==> src/rtl/decode_stage.sv <==
`default_nettype none
// ============================================================================
//  Module      : decode_stage
//  Description : One-entry decode pipeline register with field/flag decode,
//                load-use hazard stall and a saturating stall counter.
//  Revision    : 1.0 - initial release
// ============================================================================
module decode_stage #(
    parameter int INSTR_W  = 19,
    parameter int OPC_W    = 5,
    parameter int REG_W    = 3,
    parameter int LOAD_LAT = 1
) (
    input  logic                             clk,
    input  logic                             rst_n,
    input  logic [INSTR_W-1:0]               in_instr,
    input  logic                             in_valid,
    output logic                             in_ready,
    input  logic                             flush,
    output logic                             out_valid,
    input  logic                             out_ready,
    output logic [OPC_W-1:0]                 opcode,
    output logic [REG_W-1:0]                 r1,
    output logic [REG_W-1:0]                 r2,
    output logic [REG_W-1:0]                 r3,
    output logic [INSTR_W-OPC_W-3*REG_W-1:0] imm,
    output logic                             is_load,
    output logic                             is_store,
    output logic                             is_mem_access,
    output logic                             is_branch,
    output logic                             is_jump,
    output logic [15:0]                      stall_cnt
);

    localparam int IMM_W = INSTR_W - OPC_W - 3*REG_W;

    localparam logic [OPC_W-1:0] c_opc_load  = OPC_W'(5'b01011);
    localparam logic [OPC_W-1:0] c_opc_store = OPC_W'(5'b01100);
    localparam logic [OPC_W-1:0] c_opc_jump  = OPC_W'(5'b11000);
    localparam logic [2:0]       c_br_top    = 3'b101;
    localparam logic [2:0]       c_load_lat  = 3'(LOAD_LAT);
    localparam logic [15:0]      c_stall_max = 16'hFFFF;

    // Field split of the incoming word
    logic [OPC_W-1:0] w_opc;
    logic [REG_W-1:0] w_r1;
    logic [REG_W-1:0] w_r2;
    logic [REG_W-1:0] w_r3;
    logic [IMM_W-1:0] w_imm;

    assign w_opc = in_instr[INSTR_W-1 -: OPC_W];
    assign w_r1  = in_instr[INSTR_W-OPC_W-1 -: REG_W];
    assign w_r2  = in_instr[INSTR_W-OPC_W-REG_W-1 -: REG_W];
    assign w_r3  = in_instr[INSTR_W-OPC_W-2*REG_W-1 -: REG_W];
    assign w_imm = in_instr[IMM_W-1:0];

    logic w_dec_load;
    logic w_dec_store;
    logic w_dec_branch;
    logic w_dec_jump;

    assign w_dec_load   = (w_opc == c_opc_load);
    assign w_dec_store  = (w_opc == c_opc_store);
    assign w_dec_branch = (w_opc[OPC_W-1 -: 3] == c_br_top);
    assign w_dec_jump   = (w_opc == c_opc_jump);

    logic             r_out_valid;
    logic [OPC_W-1:0] r_opcode;
    logic [REG_W-1:0] r_r1;
    logic [REG_W-1:0] r_r2;
    logic [REG_W-1:0] r_r3;
    logic [IMM_W-1:0] r_imm;
    logic             r_is_load;
    logic             r_is_store;
    logic             r_is_branch;
    logic             r_is_jump;
    logic [REG_W-1:0] r_ld_dst;
    logic [2:0]       r_ld_cnt;
    logic [15:0]      r_stall_cnt;

    logic w_hazard;
    logic w_in_ready;
    logic w_accept;
    logic w_handoff;

    // Hazard looks at the incoming word, not the held one
    assign w_hazard   = (r_ld_cnt != 3'd0) && in_valid &&
                        ((w_r2 == r_ld_dst) || (w_r3 == r_ld_dst));
    assign w_in_ready = (!r_out_valid || out_ready) && !w_hazard && !flush;
    assign w_accept   = in_valid && w_in_ready;
    assign w_handoff  = r_out_valid && out_ready;

    always_ff @(posedge clk or negedge rst_n) begin
        if (!rst_n) begin
            r_out_valid <= 1'b0;
            r_opcode    <= '0;
            r_r1        <= '0;
            r_r2        <= '0;
            r_r3        <= '0;
            r_imm       <= '0;
            r_is_load   <= 1'b0;
            r_is_store  <= 1'b0;
            r_is_branch <= 1'b0;
            r_is_jump   <= 1'b0;
        end else if (flush) begin
            r_out_valid <= 1'b0;
        end else if (w_accept) begin
            r_out_valid <= 1'b1;
            r_opcode    <= w_opc;
            r_r1        <= w_r1;
            r_r2        <= w_r2;
            r_r3        <= w_r3;
            r_imm       <= w_imm;
            r_is_load   <= w_dec_load;
            r_is_store  <= w_dec_store;
            r_is_branch <= w_dec_branch;
            r_is_jump   <= w_dec_jump;
        end else if (w_handoff) begin
            r_out_valid <= 1'b0;
        end
    end

    // A load leaving the stage rearms the tracker, overriding the countdown
    always_ff @(posedge clk or negedge rst_n) begin
        if (!rst_n) begin
            r_ld_dst <= '0;
            r_ld_cnt <= 3'd0;
        end else if (flush) begin
            r_ld_cnt <= 3'd0;
        end else if (w_handoff && r_is_load) begin
            r_ld_dst <= r_r1;
            r_ld_cnt <= c_load_lat;
        end else if (r_ld_cnt != 3'd0) begin
            r_ld_cnt <= r_ld_cnt - 3'd1;
        end
    end

    always_ff @(posedge clk or negedge rst_n) begin
        if (!rst_n) begin
            r_stall_cnt <= 16'd0;
        end else if (!flush && w_hazard && (r_stall_cnt != c_stall_max)) begin
            r_stall_cnt <= r_stall_cnt + 16'd1;
        end
    end

    assign in_ready      = w_in_ready;
    assign out_valid     = r_out_valid;
    assign opcode        = r_opcode;
    assign r1            = r_r1;
    assign r2            = r_r2;
    assign r3            = r_r3;
    assign imm           = r_imm;
    assign is_load       = r_is_load;
    assign is_store      = r_is_store;
    assign is_mem_access = r_is_load | r_is_store;
    assign is_branch     = r_is_branch;
    assign is_jump       = r_is_jump;
    assign stall_cnt     = r_stall_cnt;

endmodule
`default_nettype wire
==> config.mk <==
export PLATFORM = sky130hd
export DESIGN_NAME = decode_stage
export DESIGN_NICKNAME = d
export VERILOG_FILES = /design/src/rtl/decode_stage.sv
export SDC_FILE = /design/constraint.sdc
export NUM_CORES = 1
export LEC_CHECK = 0
export BUFFER_PORTS_ARGS = -buffer_cell sky130_fd_sc_hd__clkbuf_2
export CAP_MARGIN = 30
export CORE_ASPECT_RATIO = 1.2
export CORE_MARGIN = 2
export CORE_UTILIZATION = 46
export CTS_CLUSTER_DIAMETER = 100
export DETAILED_ROUTE_END_ITERATION = 6
export PLACE_DENSITY = 0.8
export SETUP_SLACK_MARGIN = 0.15
export SKIP_CTS_REPAIR_TIMING = 1
export SYNTH_ARGS = -nofsm -noshare
export SYNTH_HDL_FRONTEND = slang
export SYNTH_SLANG_ARGS = --single-unit
==> constraint.sdc <==
create_clock -name clk -period 1.73 [get_ports clk]
set_input_delay 0.0865 -clock clk [delete_from_list [all_inputs] [get_ports clk]]
set_output_delay 0.0865 -clock clk [all_outputs]
set_load 0.03 [all_outputs]
==> impl_results.md <==
* Status: complete, but fails checks
* Failing checks: negative setup slack
* Max stage delay on crit path at 430 ps
* Cell Rows at 27
* Clock Sinks at 46
* Setup WS post-layout at -52.7 ps
* Initial Utilization at 0.473
* Post-synth top area share at 0.538
* GPL Wtd Cong at 0.817
* DR DRC count at 0
* Pre-antenna DRT Iters at 4
* Total CTS buffers at 5
* Worst Path Required at 1910 ps
* Via count at 1571
* Total wire length at 4.60 mm
* Max H-tree Level at 2
* Hold WC Path Type: in2reg
* Clock-pin slew on the worst setup and hold paths at 80 ps
* Post-synthesis async set-or-reset flop share at 1.00
* Least-Margin Pin Slew at 417 ps
* Rel. slew slack at 0.722
* Cell area after synthesis at 2140 um2
* Nets at 277
* Gr usage total at 0.175
* Crit path DAT at 1960 ps
* Sequential-to-total area share from yosys stat at 0.538
* Final Hold Viols at 0
* R2R cell count at 5
* IO Port Bufs at 65
* CTS tree: built
* Antenna diodes at 0
* IO Count at 66
* Largest net degree at the start of global routing at 23
* Power density over the cells at 1190 nW/um2
* Hold Path End: r1[0]
* Routed length per instance at 14.9 um
* Ys flop type: dfrtp_1
* Final setup fails at 26
* DIE HEIGHT at 78.7 um
* Max Cap Viol at 0
* Cell chain of the critical path: xor2_1 > nor3_2 > o21ai_2 > nor4_2 > mux2_1
* Cell count after synthesis at 166
* Area leader, netlist: dfrtp_1
* Crit Path Max Fanout at 3
* Fmax at 0.561 GHz
* Routed Antenna Nets at 0
* Hold Path Origin: in_instr[11]
* Count of state elements after synthesis at 46
* Share of layout cells above drive strength 1 at 0.584
* DR iter-0 viols at 53
* VDD IR max at 0.000852 V
* Width of the die at 66.3 um
* Hold depth at 2
* Count leader, synth: dfrtp_1
* Initial antenna violation count at 0
* Cell Count, Final, Fillers Out at 308
* Top cells by area, synth: dfrtp_1 (54%), mux2_1 (13%), xor2_1 (8.2%), ha_1 (1.8%), nor3_1 (1.6%)
* Setup TNS at -353 ps
* First-pass GRT wire length at 7.06 mm
* Distinct cells, synth at 33
* Placed insts at 295
* Half-perimeter wire length after placement at 3.26 mm
* Clock Skew at 4.57 ps
* Max Slew Vio Count at 0
* Clock latency on the worst-skew pair at 290 ps
* Worst r2r src: r_ld_dst[2]
* Fin crit share at 1.03
* Mapped Avg Cell Area at 12.9 um2
* Die ar. at 5210 um2
* Vias in the first global route at 1584
* Core area at 4530 um2
* Top cells by count, synth: dfrtp_1 (46), mux2_1 (24), xor2_1 (20), nor2_1 (9)
* Crit Path Class: reg2reg
* CP Launch Type: flip-flop
* EDFF count, synth at 0
* Critical R2R Capture: stall_cnt[14]
* Total gr overflow at 0
* Leakage power at 1.56 nW
* RSZ-0062 raised after global routing: yes
* Clock Tree Root: clkbuf_8
* Fin crit period at 1780 ps
* Yosys warns at 0
* Area Growth Syn to Fin at 41.1%
* Flop2flop setup slack at -50 ps
* Maximum root-to-sink buffer count at 2
* Post-DR vias/cell at 5.10
* CP max-delay cell: dfrtp_1
* Critical Path Sink Type: flip-flop
* Syn nets at 193
[per-layer routing]
metal  part of all wire  track usage
met1               0.43        0.226
met2               0.50        0.294
met3              0.049       0.0382
met4              0.016       0.0490
met5                  0            0
[area by class of cell]
cell class / instances / area, um2
Sequential cell: 46 / 1170
Inverter: 4 / 15.0
Multi-Input combinational cell: 113 / 1180
Clock buffer: 7 / 86.3
Fill cell: 343 / 1510
Timing Repair Buffer: 80 / 497
Tap cell: 58 / 72.6
[logic make-up (layout without fill, tap and decap cells)]
| kind of cell | after synthesis | after routing | share of synthesized area |
|---|---|---|---|
| xor gates and xnor gates | 21 | 21 | 0.0860 |
| adders and majority gates | 3 | 3 | 0.0175 |
| buffers and inverters | 7 | 91 | 0.0199 |
| AOI/OAI and AO/OA | 6 | 6 | 0.0240 |
| muxes | 29 | 29 | 0.151 |
| DFF | 46 | 46 | 0.538 |
| and+or+nand+nor | 54 | 54 | 0.163 |
[state kept, by name, summed over array words and instances, names as in the netlist]
name,flops
stall_cnt,16
imm,5
opcode,5
r1,3
r2,3
r3,3
r_ld_cnt,3
r_ld_dst,3
is_branch,1
is_jump,1
is_load,1
is_store,1
out_valid,1
[cells in the final DEF (no fill, tap or decap), types with 2 or more instances in the layout]
cell,n
and3_4,2
and3b_1,2
buf_12,4
buf_4,10
clkbuf_2,64
clkbuf_8,6
dfrtp_1,34
dfrtp_2,12
ha_2,2
inv_1,4
mux2_1,3
mux2_2,3
mux2_4,21
mux2i_1,2
nand2_1,7
nand2b_1,3
nand4_1,3
nor2_1,8
nor3_1,5
nor3_2,4
nor3b_1,3
nor4_4,2
nor4b_4,3
o21ai_2,2
xor2_1,20
[critical path, delay by kind of cell (launching register included)]
kind | cells | cell delay [ps]
AO/OA/AOI/OAI | 1 | 150
XOR/XNOR | 1 | 170
flip-flops | 1 | 430
multiplexers | 1 | 350
AND/OR/NAND/NOR | 2 | 580
[report_power, final]
group | leakage, nW | internal (W) | switching, W
logic | 0.944 | 0.000627 | 0.000810
clock network | 0.0443 | 0.000317 | 0.000335
registers | 0.571 | 0.00132 | 0.000180
[worst max-delay path by stage]
stage / slack [ps] / end / depth (start not counted) / startpoint
2_1_floorplan: 60 / stall_cnt[14] / 5 / r_ld_dst[1]
4_1_cts: -50 / stall_cnt[14] / 5 / r_ld_dst[2]
6_report: -50 / stall_cnt[14] / 5 / r_ld_dst[2]
5_1_grt: -160 / stall_cnt[14] / 5 / r_ld_dst[2]
3_3_place_gp: 30 / stall_cnt[14] / 5 / r_ld_dst[2]
3_5_place_dp: -60 / stall_cnt[14] / 5 / r_ld_dst[2]
[metrics by stage]
| step | cell area, um2 | setup WS (ps) | util | total power, W | hold WS, ps |
|---|---|---|---|---|---|
| after CTS | 2810 | -54.5 | 0.621 | 0.00347 | -274 |
| after detailed placement | 2720 | -56.4 | 0.601 | 0.00282 | 35.9 |
| after global routing | 3020 | -165 | 0.667 | 0.00377 | 11.5 |
| final | 3020 | -52.7 | 0.667 | 0.00359 | 9.92 |
| after floorplan | 2230 | 62.0 | - | 0.00238 | -209 |
| after global placement | 2720 | 30.9 | 0.601 | 0.00278 | 34.0 |
(Power assumes the default switching activity.)
